--- src/rtl/alu_mc.sv ---
// rtl/alu_mc.sv - multi-cycle ALU: and/or/add/sub/slt single-cycle, shift-add mulu and restoring divu.
// Optional MUL/DIV datapath is built only when ALU_MULDIV_EN is defined.
module alu_mc #(
    parameter int WIDTH = 32
) (
    input  logic             clk,
    input  logic             rst_n,
    input  logic             start,
    input  logic [2:0]       op,
    input  logic [WIDTH-1:0] inp1,
    input  logic [WIDTH-1:0] inp2,
    output logic             busy,
    output logic             done,
    output logic [WIDTH-1:0] out,
    output logic [WIDTH-1:0] out_hi,
    output logic             zero,
    output logic             div_zero,
    output logic             illegal
);
    localparam int CNT_W = $clog2(WIDTH) + 1;

    typedef enum logic [1:0] {IDLE, MUL, DIV, FIN} state_t;

    state_t           state_q, state_d;
    logic [WIDTH-1:0] out_q, out_d;
    logic [WIDTH-1:0] out_hi_q, out_hi_d;
    logic             zero_q, zero_d;
    logic             div_zero_q, div_zero_d;
    logic             illegal_q, illegal_d;
    logic             done_q, done_d;

    logic             fin_wr;
    logic [WIDTH-1:0] fin_lo;
    logic [WIDTH-1:0] fin_hi;
    logic             fin_dz;
    logic             fin_ill;

`ifdef ALU_MULDIV_EN
    // hi/lo form the shared shift pair: partial product/multiplier, or remainder/dividend.
    logic [WIDTH-1:0] hi_q, hi_d;
    logic [WIDTH-1:0] lo_q, lo_d;
    logic [WIDTH-1:0] b_q, b_d;
    logic [CNT_W-1:0] cnt_q, cnt_d;
    logic [WIDTH:0]   mul_sum;
    logic [WIDTH:0]   div_sh;
    logic [WIDTH:0]   div_diff;
    logic             last_step;
`endif

    always_comb begin
        state_d = state_q;
        fin_wr  = 1'b0;
        fin_lo  = '0;
        fin_hi  = '0;
        fin_dz  = 1'b0;
        fin_ill = 1'b0;
`ifdef ALU_MULDIV_EN
        hi_d      = hi_q;
        lo_d      = lo_q;
        b_d       = b_q;
        cnt_d     = cnt_q;
        mul_sum   = {1'b0, hi_q} + (lo_q[0] ? {1'b0, b_q} : '0);
        div_sh    = {hi_q, lo_q[WIDTH-1]};
        div_diff  = div_sh - {1'b0, b_q};
        last_step = (cnt_q == CNT_W'(WIDTH - 1));
`endif
        case (state_q)
            IDLE, FIN: begin
                state_d = IDLE;
                if (start) begin
                    fin_wr  = 1'b1;
                    state_d = FIN;
                    case (op)
                        3'b000: fin_lo = inp1 & inp2;
                        3'b001: fin_lo = inp1 | inp2;
                        3'b010: fin_lo = inp1 + inp2;
                        3'b110: fin_lo = inp1 - inp2;
                        3'b111: fin_lo = {{(WIDTH-1){1'b0}}, ($signed(inp1) < $signed(inp2))};
`ifdef ALU_MULDIV_EN
                        3'b011: begin
                            fin_wr  = 1'b0;
                            state_d = MUL;
                            hi_d    = '0;
                            lo_d    = inp2;
                            b_d     = inp1;
                            cnt_d   = '0;
                        end
                        3'b100: begin
                            if (inp2 == '0) begin
                                fin_lo = '1;
                                fin_hi = inp1;
                                fin_dz = 1'b1;
                            end else begin
                                fin_wr  = 1'b0;
                                state_d = DIV;
                                hi_d    = '0;
                                lo_d    = inp1;
                                b_d     = inp2;
                                cnt_d   = '0;
                            end
                        end
`endif
                        default: fin_ill = 1'b1;
                    endcase
                end
            end
`ifdef ALU_MULDIV_EN
            MUL: begin
                {hi_d, lo_d} = {mul_sum, lo_q[WIDTH-1:1]};
                cnt_d        = cnt_q + CNT_W'(1);
                if (last_step) begin
                    state_d = FIN;
                    cnt_d   = '0;
                    fin_wr  = 1'b1;
                    fin_lo  = lo_d;
                    fin_hi  = hi_d;
                end
            end
            DIV: begin
                // A clear borrow bit means the shifted remainder covered the divisor.
                hi_d  = div_diff[WIDTH] ? div_sh[WIDTH-1:0] : div_diff[WIDTH-1:0];
                lo_d  = {lo_q[WIDTH-2:0], ~div_diff[WIDTH]};
                cnt_d = cnt_q + CNT_W'(1);
                if (last_step) begin
                    state_d = FIN;
                    cnt_d   = '0;
                    fin_wr  = 1'b1;
                    fin_lo  = lo_d;
                    fin_hi  = hi_d;
                end
            end
`endif
            default: state_d = IDLE;
        endcase

        done_d     = fin_wr;
        out_d      = fin_wr ? fin_lo : out_q;
        out_hi_d   = fin_wr ? fin_hi : out_hi_q;
        zero_d     = fin_wr ? (fin_lo == '0) : zero_q;
        div_zero_d = fin_wr ? fin_dz : div_zero_q;
        illegal_d  = fin_wr ? fin_ill : illegal_q;
    end

    always_ff @(posedge clk or negedge rst_n) begin
        if (!rst_n) begin
            state_q    <= IDLE;
            out_q      <= '0;
            out_hi_q   <= '0;
            zero_q     <= 1'b0;
            div_zero_q <= 1'b0;
            illegal_q  <= 1'b0;
            done_q     <= 1'b0;
        end else begin
            state_q    <= state_d;
            out_q      <= out_d;
            out_hi_q   <= out_hi_d;
            zero_q     <= zero_d;
            div_zero_q <= div_zero_d;
            illegal_q  <= illegal_d;
            done_q     <= done_d;
        end
    end

`ifdef ALU_MULDIV_EN
    always_ff @(posedge clk or negedge rst_n) begin
        if (!rst_n) begin
            hi_q  <= '0;
            lo_q  <= '0;
            b_q   <= '0;
            cnt_q <= '0;
        end else begin
            hi_q  <= hi_d;
            lo_q  <= lo_d;
            b_q   <= b_d;
            cnt_q <= cnt_d;
        end
    end
`endif

    assign busy     = (state_q == MUL) || (state_q == DIV);
    assign done     = done_q;
    assign out      = out_q;
    assign out_hi   = out_hi_q;
    assign zero     = zero_q;
    assign div_zero = div_zero_q;
    assign illegal  = illegal_q;
endmodule
--- config.mk ---
export PLATFORM = sky130hd
export DESIGN_NAME = alu_mc
export DESIGN_NICKNAME = d
export VERILOG_FILES = /design/src/rtl/alu_mc.sv
export SDC_FILE = /design/constraint.sdc
export NUM_CORES = 1
export LEC_CHECK = 0
export ABC_AREA = 0
export BUFFER_PORTS_ARGS = -buffer_cell sky130_fd_sc_hd__buf_2
export CORE_UTILIZATION = 63
export DETAILED_ROUTE_END_ITERATION = 16
export HOLD_SLACK_MARGIN = 0.15
export PLACE_DENSITY = 0.86
export SLEW_MARGIN = 40
export SYNTH_ARGS = -nofsm -noshare
export SYNTH_HDL_FRONTEND = slang
export SYNTH_SLANG_ARGS = --single-unit
--- constraint.sdc ---
create_clock -name clk -period 2.5 [get_ports clk]
set_clock_uncertainty 0.15 [all_clocks]
set_input_delay 0.5 -clock clk [delete_from_list [all_inputs] [get_ports clk]]
set_output_delay 0.5 -clock clk [all_outputs]
set_load 0.02 [all_outputs]
==> tab_implementation.tex, run 1 <==
\begin{tabular}{lr}
\hline
Metric & Value \\
\hline
\multicolumn{2}{l}{\textbf{Status}} \\
\quad Run status & aborted with a tool error \\
\quad Stage where the flow stopped & clock tree synthesis \\
\quad Err & [ERROR DPL-0033] detailed placement checks failed during check placement. \\
\multicolumn{2}{l}{\textbf{Place}} \\
\quad Post-detail-place hpwl & 25.61 mm \\
\quad Total placed cells including tap cells & 1,501 \\
\quad Port bufs & 104 \\
\quad GPL Wtd Cong & 1.087 \\
\multicolumn{2}{l}{\textbf{Synth}} \\
\quad Mean cell area of the mapped netlist & 7.302 µm² \\
\quad Dominant synthesized flop cell & sky130\_fd\_sc\_hd\_\_dfrtp\_1 \\
\quad Seq/Total Area, Yosys & 0.1235 \\
\quad Synth Warn \# & 0 \\
\quad Ys async rst share & 1.000 \\
\quad Netlist Area Pre-Place & 7091 µm² \\
\quad Number of enable-type register cells in the synthesized netlist & 0 \\
\quad Number of distinct library cell variants in the gate-level netlist after synthesis & 90 \\
\quad Synthesized netlist cell count & 971 \\
\quad Flip-flop and latch count after synthesis & 35 \\
\multicolumn{2}{l}{\textbf{Clocking}} \\
\quad Post-CTS Setup Repair Bufs & 22 \\
\quad CTS Root Buffer Type & sky130\_fd\_sc\_hd\_\_clkbuf\_8 \\
\quad Hold buffers post-CTS & 0 \\
\quad Number of levels in the clock H-tree & 2 \\
\quad Number of buffers inserted during clock tree synthesis & 5 \\
\quad Number of buffers on the longest clock path & 2 \\
\quad Number of gates resized after CTS & 152 \\
\quad CTS Sinks & 35 \\
\multicolumn{2}{l}{\textbf{Floorplanning}} \\
\quad IO Pins & 139 \\
\quad Die Y & 108.1 µm \\
\quad Die W & 108.1 µm \\
\quad Cell Rows & 38 \\
\quad Starting utilization of the core area & 0.6512 \\
\hline
\end{tabular}
[cells in the mapped netlist, types with 17 or more instances]
cell,count,area (µm²)
sky130_fd_sc_hd__inv_1,136,510.5
sky130_fd_sc_hd__ha_1,99,1239
sky130_fd_sc_hd__nor2_1,77,289.0
sky130_fd_sc_hd__a21oi_1,75,375.4
sky130_fd_sc_hd__o21ai_0,67,335.3
sky130_fd_sc_hd__nand2_1,54,202.7
sky130_fd_sc_hd__buf_4,35,262.8
sky130_fd_sc_hd__dfrtp_1,35,875.8
sky130_fd_sc_hd__mux2i_1,29,290.3
sky130_fd_sc_hd__clkbuf_1,26,97.59
sky130_fd_sc_hd__nand3_1,20,100.1
sky130_fd_sc_hd__a21o_1,18,135.1
sky130_fd_sc_hd__a211oi_1,17,127.6
sky130_fd_sc_hd__nor3_1,17,85.08
[metrics by stage]
stage               area [µm²]    util  setup TNS (ns)  setup WS (ns)
floorplan                 7378       -          -11.46         -1.103
global placement         10030  0.9216          -25.59         -1.457
detailed placement       10030  0.9216          -31.29         -1.762
[kinds of logic after synthesis]
group | count (synthesis) | share of synthesized area
AOI/OAI and AO/OA | 309 | 0.2961
buffers and inverters | 218 | 0.1491
and+or+nand+nor | 258 | 0.1844
DFF | 35 | 0.1235
other | 1 | 0.0005289
adders and majority gates | 101 | 0.1803
xor gates and xnor gates | 19 | 0.02347
muxes | 30 | 0.04253
==> run 2: changes to the inputs <==
--- a/config.mk
+++ b/config.mk
@@ -7,10 +7,9 @@
 export LEC_CHECK = 0
 export ABC_AREA = 0
 export BUFFER_PORTS_ARGS = -buffer_cell sky130_fd_sc_hd__buf_2
-export CORE_UTILIZATION = 63
+export CORE_UTILIZATION = 40
 export DETAILED_ROUTE_END_ITERATION = 16
-export HOLD_SLACK_MARGIN = 0.15
-export PLACE_DENSITY = 0.86
+export PLACE_DENSITY_LB_ADDON = 0.15
 export SLEW_MARGIN = 40
 export SYNTH_ARGS = -nofsm -noshare
 export SYNTH_HDL_FRONTEND = slang
==> run 2 against run 1 <==
  * The flow now finishes, with violations (setup timing)
  * Synthesized area stayed put
  * Synthesized cell count unchanged
==> tab_implementation.tex, run 2 <==
\begin{tabular}{lr}
\hline
Metric & Value \\
\hline
\multicolumn{2}{l}{\textbf{Route}} \\
\quad Routed WL & 27.66 mm \\
\quad Antenna Nets Post-Route & 0 \\
\quad Number of DRC violations after detailed routing & 0 \\
\quad Via count normalized by instance count & 5.395 \\
\quad Routed vias & 8,789 \\
\quad DRC marker count from the first detailed-route iteration & 620 \\
\quad Drt wl/cell & 16.98 µm \\
\quad TritonRoute pass-1 iters & 5 \\
\multicolumn{2}{l}{\textbf{STA}} \\
\quad Tightest hold margin & 0.01282 ns \\
\quad Count of pins over their slew limit & 0 \\
\quad Final Hold Fails & 0 \\
\quad Final period util & 1.471 \\
\quad Final setup violating endpoints & 28 \\
\quad Transition time of the tightest slew-check pin & 0.5021 ns \\
\quad Peak clock frequency supported by timing & 0.2719 GHz \\
\quad Unrepaired setup endpoints after global routing & yes \\
\quad Post-route minimum period & 3.678 ns \\
\quad Aggregate negative setup slack & -15.54 ns \\
\quad Fin worst setup slack & -1.178 ns \\
\quad Tightest slew margin relative to the limit & 0.6557 \\
\multicolumn{2}{l}{\textbf{Synth}} \\
\quad Netlist Area Pre-Place & 7091 µm² (unchanged) \\
\quad Area share of the largest cell type after synthesis & 0.1747 (unchanged) \\
\quad Number of distinct library cell variants in the gate-level netlist after synthesis & 90 (unchanged) \\
\quad Largest cells by area after synthesis & sky130\_fd\_sc\_hd\_\_ha\_1, sky130\_fd\_sc\_hd\_\_dfrtp\_1, sky130\_fd\_sc\_hd\_\_inv\_1 (unchanged) \\
\quad Ys async rst share & 1.000 (unchanged) \\
\quad Synth Warn \# & 0 (unchanged) \\
\quad Synthesized netlist cell count & 971 (unchanged) \\
\quad Mean cell area of the mapped netlist & 7.302 µm² (unchanged) \\
\quad Number of enable-type register cells in the synthesized netlist & 0 (unchanged) \\
\quad Seq/Total Area, Yosys & 0.1235 (unchanged) \\
\quad Dominant cell by count in the synthesized netlist & sky130\_fd\_sc\_hd\_\_inv\_1 (unchanged) \\
\quad Dominant synthesized flop cell & sky130\_fd\_sc\_hd\_\_dfrtp\_1 (unchanged) \\
\quad Flip-flop and latch count after synthesis & 35 (unchanged) \\
\quad Synth cell count leaders & sky130\_fd\_sc\_hd\_\_inv\_1, sky130\_fd\_sc\_hd\_\_ha\_1, sky130\_fd\_sc\_hd\_\_nor2\_1 (unchanged) \\
\quad Biggest area consumer among synthesized cells & sky130\_fd\_sc\_hd\_\_ha\_1 (unchanged) \\
\multicolumn{2}{l}{\textbf{Clocking}} \\
\quad CTS Sinks & 35 (unchanged) \\
\quad Clk Latency, worst-skew pair & 0.29 ns \\
\quad Number of buffers on the longest clock path & 2 (unchanged) \\
\quad CTS Root Buffer Type & sky130\_fd\_sc\_hd\_\_clkbuf\_16 (was sky130\_fd\_sc\_hd\_\_clkbuf\_8) \\
\quad Number of levels in the clock H-tree & 2 (unchanged) \\
\quad Number of buffers inserted during clock tree synthesis & 5 (unchanged) \\
\quad CTS tree & yes \\
\quad Hold buffers post-CTS & 0 (unchanged) \\
\quad CTS clk-pin slew, worst paths & 0.05 ns \\
\multicolumn{2}{l}{\textbf{Setup path}} \\
\quad Critical Path Max Stage Delay & 0.46 ns \\
\quad Worst setup path category & input port to flop \\
\quad Critical path's top delay family & compound AO/OA/AOI/OAI gates \\
\quad Cell at the slowest stage of the critical path & sky130\_fd\_sc\_hd\_\_a2111o\_1 \\
\quad Required time worst endpoint & 2.54 ns \\
\quad Worst path bufs/invs & 4 \\
\quad Largest fanout on the critical path & 3 \\
\quad Nature of the critical path startpoint & input port \\
\quad CP Data Arrival Time & 3.72 ns \\
\quad Cells along the critical path & buf\_12 > inv\_12 > ha\_4 > fa\_2 > or2\_1 > a2111o\_1 > a21o\_1 > o211ai\_1 > buf\_4 > and2\_4 > buf\_6 > o2111a\_1 > o21bai\_1 > a21oi\_1 > nor2\_1 > o21ai\_2 > nand4\_1 > o32ai\_2 \\
\quad Element type at the critical path end & flop \\
\multicolumn{2}{l}{\textbf{Floorplanning}} \\
\quad Floorplan core area & 17,300 µm² \\
\quad Starting utilization of the core area & 0.4099 (was 0.6512) \\
\quad IO Pins & 139 (unchanged) \\
\quad Die area & 18,260 µm² \\
\quad Cell Rows & 48 (was 38) \\
\quad Die Y & 135.1 µm (was 108.1 µm) \\
\quad Die W & 135.1 µm (was 108.1 µm) \\
\multicolumn{2}{l}{\textbf{Final layout}} \\
\quad Total of fill cells in the finished design & 1,546 \\
\quad Final net count & 1,574 \\
\quad Largest register FFs & 32 \\
\quad Layout cells sized above 1 & 0.4452 \\
\quad Area grow syn2layout & 60.44\% \\
\quad Highest-count cells in the layout ignoring fill and taps & sky130\_fd\_sc\_hd\_\_buf\_4, sky130\_fd\_sc\_hd\_\_inv\_1, sky130\_fd\_sc\_hd\_\_buf\_2 \\
\quad Combined flip-flop and latch cell area & 875.8 µm² \\
\quad Combined area of the multi-input logic cells & 6071 µm² \\
\quad Most frequent standard cell in the layout excluding fill and tap cells & sky130\_fd\_sc\_hd\_\_buf\_4 \\
\quad Fin util & 0.6577 \\
\quad Final antenna diode count & 0 \\
\multicolumn{2}{l}{\textbf{Job}} \\
\quad Number of max-cap violations & 0 \\
\multicolumn{2}{l}{\textbf{GRT}} \\
\quad Vias in the first global route & 8,319 \\
\quad Global-route wire length before repair & 42.33 mm \\
\quad Initial antenna violation count & 0 \\
\quad Global route total overflow & 0 \\
\quad Largest net degree at the start of global routing & 36 \\
\quad GR Util All Layers & 0.2949 \\
\multicolumn{2}{l}{\textbf{Status}} \\
\quad Run status & complete, but fails checks (was aborted with a tool error) \\
\quad Violations in the final reports & setup timing \\
\multicolumn{2}{l}{\textbf{Place}} \\
\quad GPL Wtd Cong & 0.9905 (was 1.087) \\
\quad Post-detail-place hpwl & 22.36 mm (was 25.61 mm) \\
\quad Port bufs & 104 (unchanged) \\
\multicolumn{2}{l}{\textbf{Pwr}} \\
\quad Largest vdd supply drop & 498.9 µV \\
\quad Static leakage & 5.764 nW \\
\quad Ratio of total power to cell area & 341.7 nW/µm² \\
\multicolumn{2}{l}{\textbf{Worst hold path}} \\
\quad Hold Path Class & input port to async pin \\
\hline
\end{tabular}
[run 2: power by group]
part | leakage [nW] | internal, mW | total [mW] | switching, mW
combinational | 5.23 | 1.18 | 2.53 | 1.35
clock | 0.0761 | 0.423 | 0.666 | 0.243
sequential | 0.457 | 0.637 | 0.687 | 0.0499
total | 5.76 | 2.24 | 3.89 | 1.64
[run 2: final cells by class]
cell class                 count  share of cell area
sequential                    35             0.07699
timing repair buffer         473              0.3016
inverter                     137             0.04894
clock inverter                 1           0.0006599
tap                          225             0.02475
clock buffer                   7             0.01342
multi-input combinational    751              0.5337
[run 2: path summary, 6_finish.rpt]
kind	end	slack, ns	start	cells after the start
max	zero	-1.18	inp1[0]	18
min	out[4]	0.01	rst_n	1
max reg2reg	out[18]	1.46	out[18]	1
min reg2reg	illegal	0.34	illegal	2
max in group asynchronous	out[29]	1.87	rst_n	1
min in group clk	illegal	0.34	illegal	2
[run 2: what timing repair did]
| action | CTS | global route |
|---|---|---|
| gates resized for setup | 104 | 90 |
| endpoints found under the setup margin | 29 | 29 |
| setup buffers | 11 | 10 |
| pin swaps | 45 | 53 |
[run 2: routing by layer]
metal / up-vias / GRT usage / share of wire
li1: 4244 / - / -
met1: 4150 / 0.3980 / 0.45
met2: 332 / 0.4863 / 0.46
met3: 63 / 0.04040 / 0.062
met4: 0 / 0.08614 / 0.028
met5: - / 0 / 0
[run 2: kinds of logic (layout without fill, tap and decap cells)]
kind of cell	count (synthesis)	count (layout)	share of synthesized area
multiplexers	30	30	0.04253
XOR/XNOR	19	19	0.02347
AO/OA/AOI/OAI	309	309	0.2961
other	1	34	0.0005289
flip-flops	35	35	0.1235
AND/OR/NAND/NOR	258	258	0.1844
buffers and inverters	218	618	0.1491
adder cells (fa/ha/maj)	101	101	0.1803
[run 2: stage by stage]
step	power, mW	instance area [µm²]	instances	setup slack (ns)
2_1_floorplan	1.893	7378	1004	-1.103
3_3_place_gp	2.911	10330	1610	-1.573
3_5_place_dp	2.931	10330	1610	-1.668
4_1_cts	3.715	10920	1626	-1.184
5_1_grt	4.113	11380	1629	-1.397
6_report	3.887	11380	1629	-1.178
Power figures use the tool's default switching activity.
==> run 3: changes to the inputs <==
--- a/config.mk
+++ b/config.mk
@@ -6,9 +6,9 @@
 export NUM_CORES = 1
 export LEC_CHECK = 0
 export ABC_AREA = 0
-export BUFFER_PORTS_ARGS = -buffer_cell sky130_fd_sc_hd__buf_2
-export CORE_UTILIZATION = 40
+export CORE_UTILIZATION = 33
 export DETAILED_ROUTE_END_ITERATION = 16
+export DONT_BUFFER_PORTS = 1
 export PLACE_DENSITY_LB_ADDON = 0.15
 export SLEW_MARGIN = 40
 export SYNTH_ARGS = -nofsm -noshare
==> run 3 against run 2 <==
  * The run still ends with setup timing left
  * Power shrank 4.7%
  * Final cell count fell by 6.1%
  * Setup slack gained 0.055 ns
  * Via count fell by 9.7%
  * Fmax is 1.5% higher
  * Flip-flop and latch count did not move
  * Register-to-register slack got worse by 0.11 ns
  * Non-clock buffer count shrank 150
  * Wire length fell by 0.95%
  * Critical endpoint unchanged
==> tab_implementation.tex, run 3 (synthesis gave the netlist of run 2 again) <==
\begin{tabular}{lr}
\hline
Metric & Value \\
\hline
\multicolumn{2}{l}{\textbf{STA}} \\
\quad Unrepaired setup endpoints after global routing & yes (unchanged) \\
\quad Tightest slew margin relative to the limit & 0.5817 (was 0.6557) \\
\quad Aggregate negative setup slack & -15.53 ns (was -15.54 ns) \\
\quad Final setup violating endpoints & 28 (unchanged) \\
\quad Post-route minimum period & 3.623 ns (was 3.678 ns) \\
\quad Final period util & 1.449 (was 1.471) \\
\quad Peak clock frequency supported by timing & 0.2760 GHz (was 0.2719 GHz) \\
\quad Count of pins over their slew limit & 0 (unchanged) \\
\quad Final Hold Fails & 0 (unchanged) \\
\quad Transition time of the tightest slew-check pin & 0.6222 ns (was 0.5021 ns) \\
\quad Fin worst setup slack & -1.123 ns (was -1.178 ns) \\
\multicolumn{2}{l}{\textbf{Worst hold path}} \\
\quad Hold Path Class & input port to flop (was input port to async pin) \\
\quad Beginning of the worst hold path & start \\
\multicolumn{2}{l}{\textbf{Setup path}} \\
\quad Worst r2r src & out[18] (unchanged) \\
\quad Nature of the critical path startpoint & input port (unchanged) \\
\quad Required time worst endpoint & 2.53 ns (was 2.54 ns) \\
\quad Element type at the critical path end & flop (unchanged) \\
\quad Worst setup path category & input port to flop (unchanged) \\
\quad CP Data Arrival Time & 3.66 ns (was 3.72 ns) \\
\quad Origin of the worst setup path & inp1[1] (was inp1[0]) \\
\quad Largest fanout on the critical path & 3 (unchanged) \\
\multicolumn{2}{l}{\textbf{Place}} \\
\quad Port bufs & 0 (was 104) \\
\quad Post-place instance area & 9448 µm² (was 10,330 µm²) \\
\quad Post-detail-place hpwl & 22.39 mm (was 22.36 mm) \\
\quad GPL Wtd Cong & 0.9258 (was 0.9905) \\
\multicolumn{2}{l}{\textbf{Floorplanning}} \\
\quad Cell Rows & 53 (was 48) \\
\quad Die W & 148.6 µm (was 135.1 µm) \\
\quad Starting utilization of the core area & 0.3373 (was 0.4099) \\
\quad IO Pins & 139 (unchanged) \\
\quad Die Y & 148.6 µm (was 135.1 µm) \\
\quad Die area & 22,080 µm² (was 18,260 µm²) \\
\quad Floorplan core area & 21,020 µm² (was 17,300 µm²) \\
\multicolumn{2}{l}{\textbf{Pwr}} \\
\quad Ratio of total power to cell area & 350.4 nW/µm² (was 341.7 nW/µm²) \\
\quad Largest vdd supply drop & 324.0 µV (was 498.9 µV) \\
\quad Static leakage & 5.109 nW (was 5.764 nW) \\
\multicolumn{2}{l}{\textbf{Final layout}} \\
\quad Final net count & 1,424 (was 1,574) \\
\quad Layout cells sized above 1 & 0.3772 (was 0.4452) \\
\quad Highest-count cells in the layout ignoring fill and taps & sky130\_fd\_sc\_hd\_\_buf\_4, sky130\_fd\_sc\_hd\_\_inv\_1, sky130\_fd\_sc\_hd\_\_ha\_1 (was sky130\_fd\_sc\_hd\_\_buf\_4, sky130\_fd\_sc\_hd\_\_inv\_1, sky130\_fd\_sc\_hd\_\_buf\_2) \\
\quad Area grow syn2layout & 48.99\% (was 60.44\%) \\
\quad Largest register FFs & 32 (unchanged) \\
\quad Final antenna diode count & 0 (unchanged) \\
\quad Most frequent standard cell in the layout excluding fill and tap cells & sky130\_fd\_sc\_hd\_\_buf\_4 (unchanged) \\
\quad Finished Cell Area & 10,560 µm² (was 11,380 µm²) \\
\quad Fin util & 0.5025 (was 0.6577) \\
\multicolumn{2}{l}{\textbf{Route}} \\
\quad Via count normalized by instance count & 5.188 (was 5.395) \\
\quad Drt wl/cell & 17.92 µm (was 16.98 µm) \\
\quad Number of DRC violations after detailed routing & 0 (unchanged) \\
\quad TritonRoute pass-1 iters & 5 (unchanged) \\
\quad Routed vias & 7,933 (was 8,789) \\
\quad Routed WL & 27.40 mm (was 27.66 mm) \\
\quad Antenna Nets Post-Route & 0 (unchanged) \\
\quad DRC marker count from the first detailed-route iteration & 467 (was 620) \\
\multicolumn{2}{l}{\textbf{Status}} \\
\quad Violations in the final reports & setup timing (unchanged) \\
\quad Run status & complete, but fails checks (unchanged) \\
\multicolumn{2}{l}{\textbf{Job}} \\
\quad Number of max-cap violations & 0 (unchanged) \\
\multicolumn{2}{l}{\textbf{Clocking}} \\
\quad CTS Sinks & 35 (unchanged) \\
\quad Number of buffers inserted during clock tree synthesis & 5 (unchanged) \\
\quad CTS Root Buffer Type & sky130\_fd\_sc\_hd\_\_clkbuf\_16 (unchanged) \\
\quad CTS tree & yes (unchanged) \\
\quad Clk Latency, worst-skew pair & 0.27 ns (was 0.29 ns) \\
\quad CTS clk-pin slew, worst paths & 0.05 ns (about the same) \\
\quad Number of levels in the clock H-tree & 2 (unchanged) \\
\quad Number of buffers on the longest clock path & 2 (unchanged) \\
\multicolumn{2}{l}{\textbf{GRT}} \\
\quad Global route total overflow & 0 (unchanged) \\
\quad Global-route wire length before repair & 42.78 mm (was 42.33 mm) \\
\quad Initial antenna violation count & 0 (unchanged) \\
\quad Vias in the first global route & 7,794 (was 8,319) \\
\quad Largest net degree at the start of global routing & 48 (was 36) \\
\quad GR Util All Layers & 0.2471 (was 0.2949) \\
\hline
\end{tabular}
==> run 3: cell count changes in the layout (fill, tap and decap cells not counted), moves of 3 or more <==
cell and change:
sky130_fd_sc_hd__a32oi_2 +3, sky130_fd_sc_hd__buf_2 -91, sky130_fd_sc_hd__ha_4 -4, sky130_fd_sc_hd__ha_1 +6
sky130_fd_sc_hd__inv_1 +9, sky130_fd_sc_hd__inv_2 -6, sky130_fd_sc_hd__a31oi_1 -3, sky130_fd_sc_hd__buf_4 -58
sky130_fd_sc_hd__a32oi_1 -3
==> run 3: layout make-up <==
class	count	area [µm²]
Tap cell	275	344.1
Timing Repair Buffer	323	2524
Clock inverter	2	35.03
Inverter	137	545.5
Multi-Input combinational cell	751	6101
Clock buffer	6	138.9
Fill cell	2145	10460
Sequential cell	35	875.8
==> run 3: final timing paths <==
kind                              end  slack [ns]  depth (start not counted)
max                              zero       -1.12                         17
min                        state_q[0]        0.10                          0
max reg2reg                   out[18]        1.35                          1
min reg2reg                   out[20]        0.47                          2
max in group asynchronous     out[17]        1.44                          2
min in group asynchronous     out[21]        0.58                          2
==> run 3: worst max-delay path, cell delays in order <==
cell                         delay [ns]
sky130_fd_sc_hd__clkinvlp_4        0.11
sky130_fd_sc_hd__buf_6             0.15
sky130_fd_sc_hd__ha_4              0.23
sky130_fd_sc_hd__or2_4             0.22
sky130_fd_sc_hd__a2111o_1          0.47
sky130_fd_sc_hd__a21oi_4           0.21
sky130_fd_sc_hd__buf_4             0.14
sky130_fd_sc_hd__o31a_1            0.16
sky130_fd_sc_hd__a221o_1           0.25
sky130_fd_sc_hd__a21oi_2           0.09
sky130_fd_sc_hd__buf_4             0.15
sky130_fd_sc_hd__a211o_1           0.27
sky130_fd_sc_hd__mux2i_1           0.13
sky130_fd_sc_hd__o21ai_1           0.10
sky130_fd_sc_hd__nand2_1           0.09
sky130_fd_sc_hd__nand4_1           0.12
sky130_fd_sc_hd__o32ai_2           0.25
==> run 3: per-stage QoR <==
step	instances	hold WS (ns)	power [mW]	worst slack (ns)
finish	1529	0.1041	3.702	-1.123
global route	1529	0.09400	3.943	-1.325
CTS	1522	0.09999	3.534	-1.090
detailed placement	1499	0.05506	2.692	-1.484
global placement	1499	0.05503	2.692	-1.440
floorplan	1004	0.05441	1.893	-1.103
==> run 3: metal layers <==
layer	vias to the layer above	global-route usage	wire, µm
met5	-	0	0
met3	39	0.03528	1571
met2	238	0.4110	12530
met4	0	0.06082	632
li1	3940	-	-
met1	3716	0.3331	12670
==> run 3: power by group <==
| part | internal (mW) | switching [mW] | total (mW) |
|---|---|---|---|
| combinational | 1.06 | 1.14 | 2.20 |
| clock | 0.495 | 0.221 | 0.716 |
| sequential | 0.636 | 0.150 | 0.786 |
==> run 3: what timing repair did <==
action                                  in CTS  in global routing
endpoints found under the setup margin      27                 29
pin swaps                                   35                 47
endpoints found under the hold margin       35                  0
hold buffers                                 2                  0
resized for setup                           67                104
buffers inserted                            17                 13
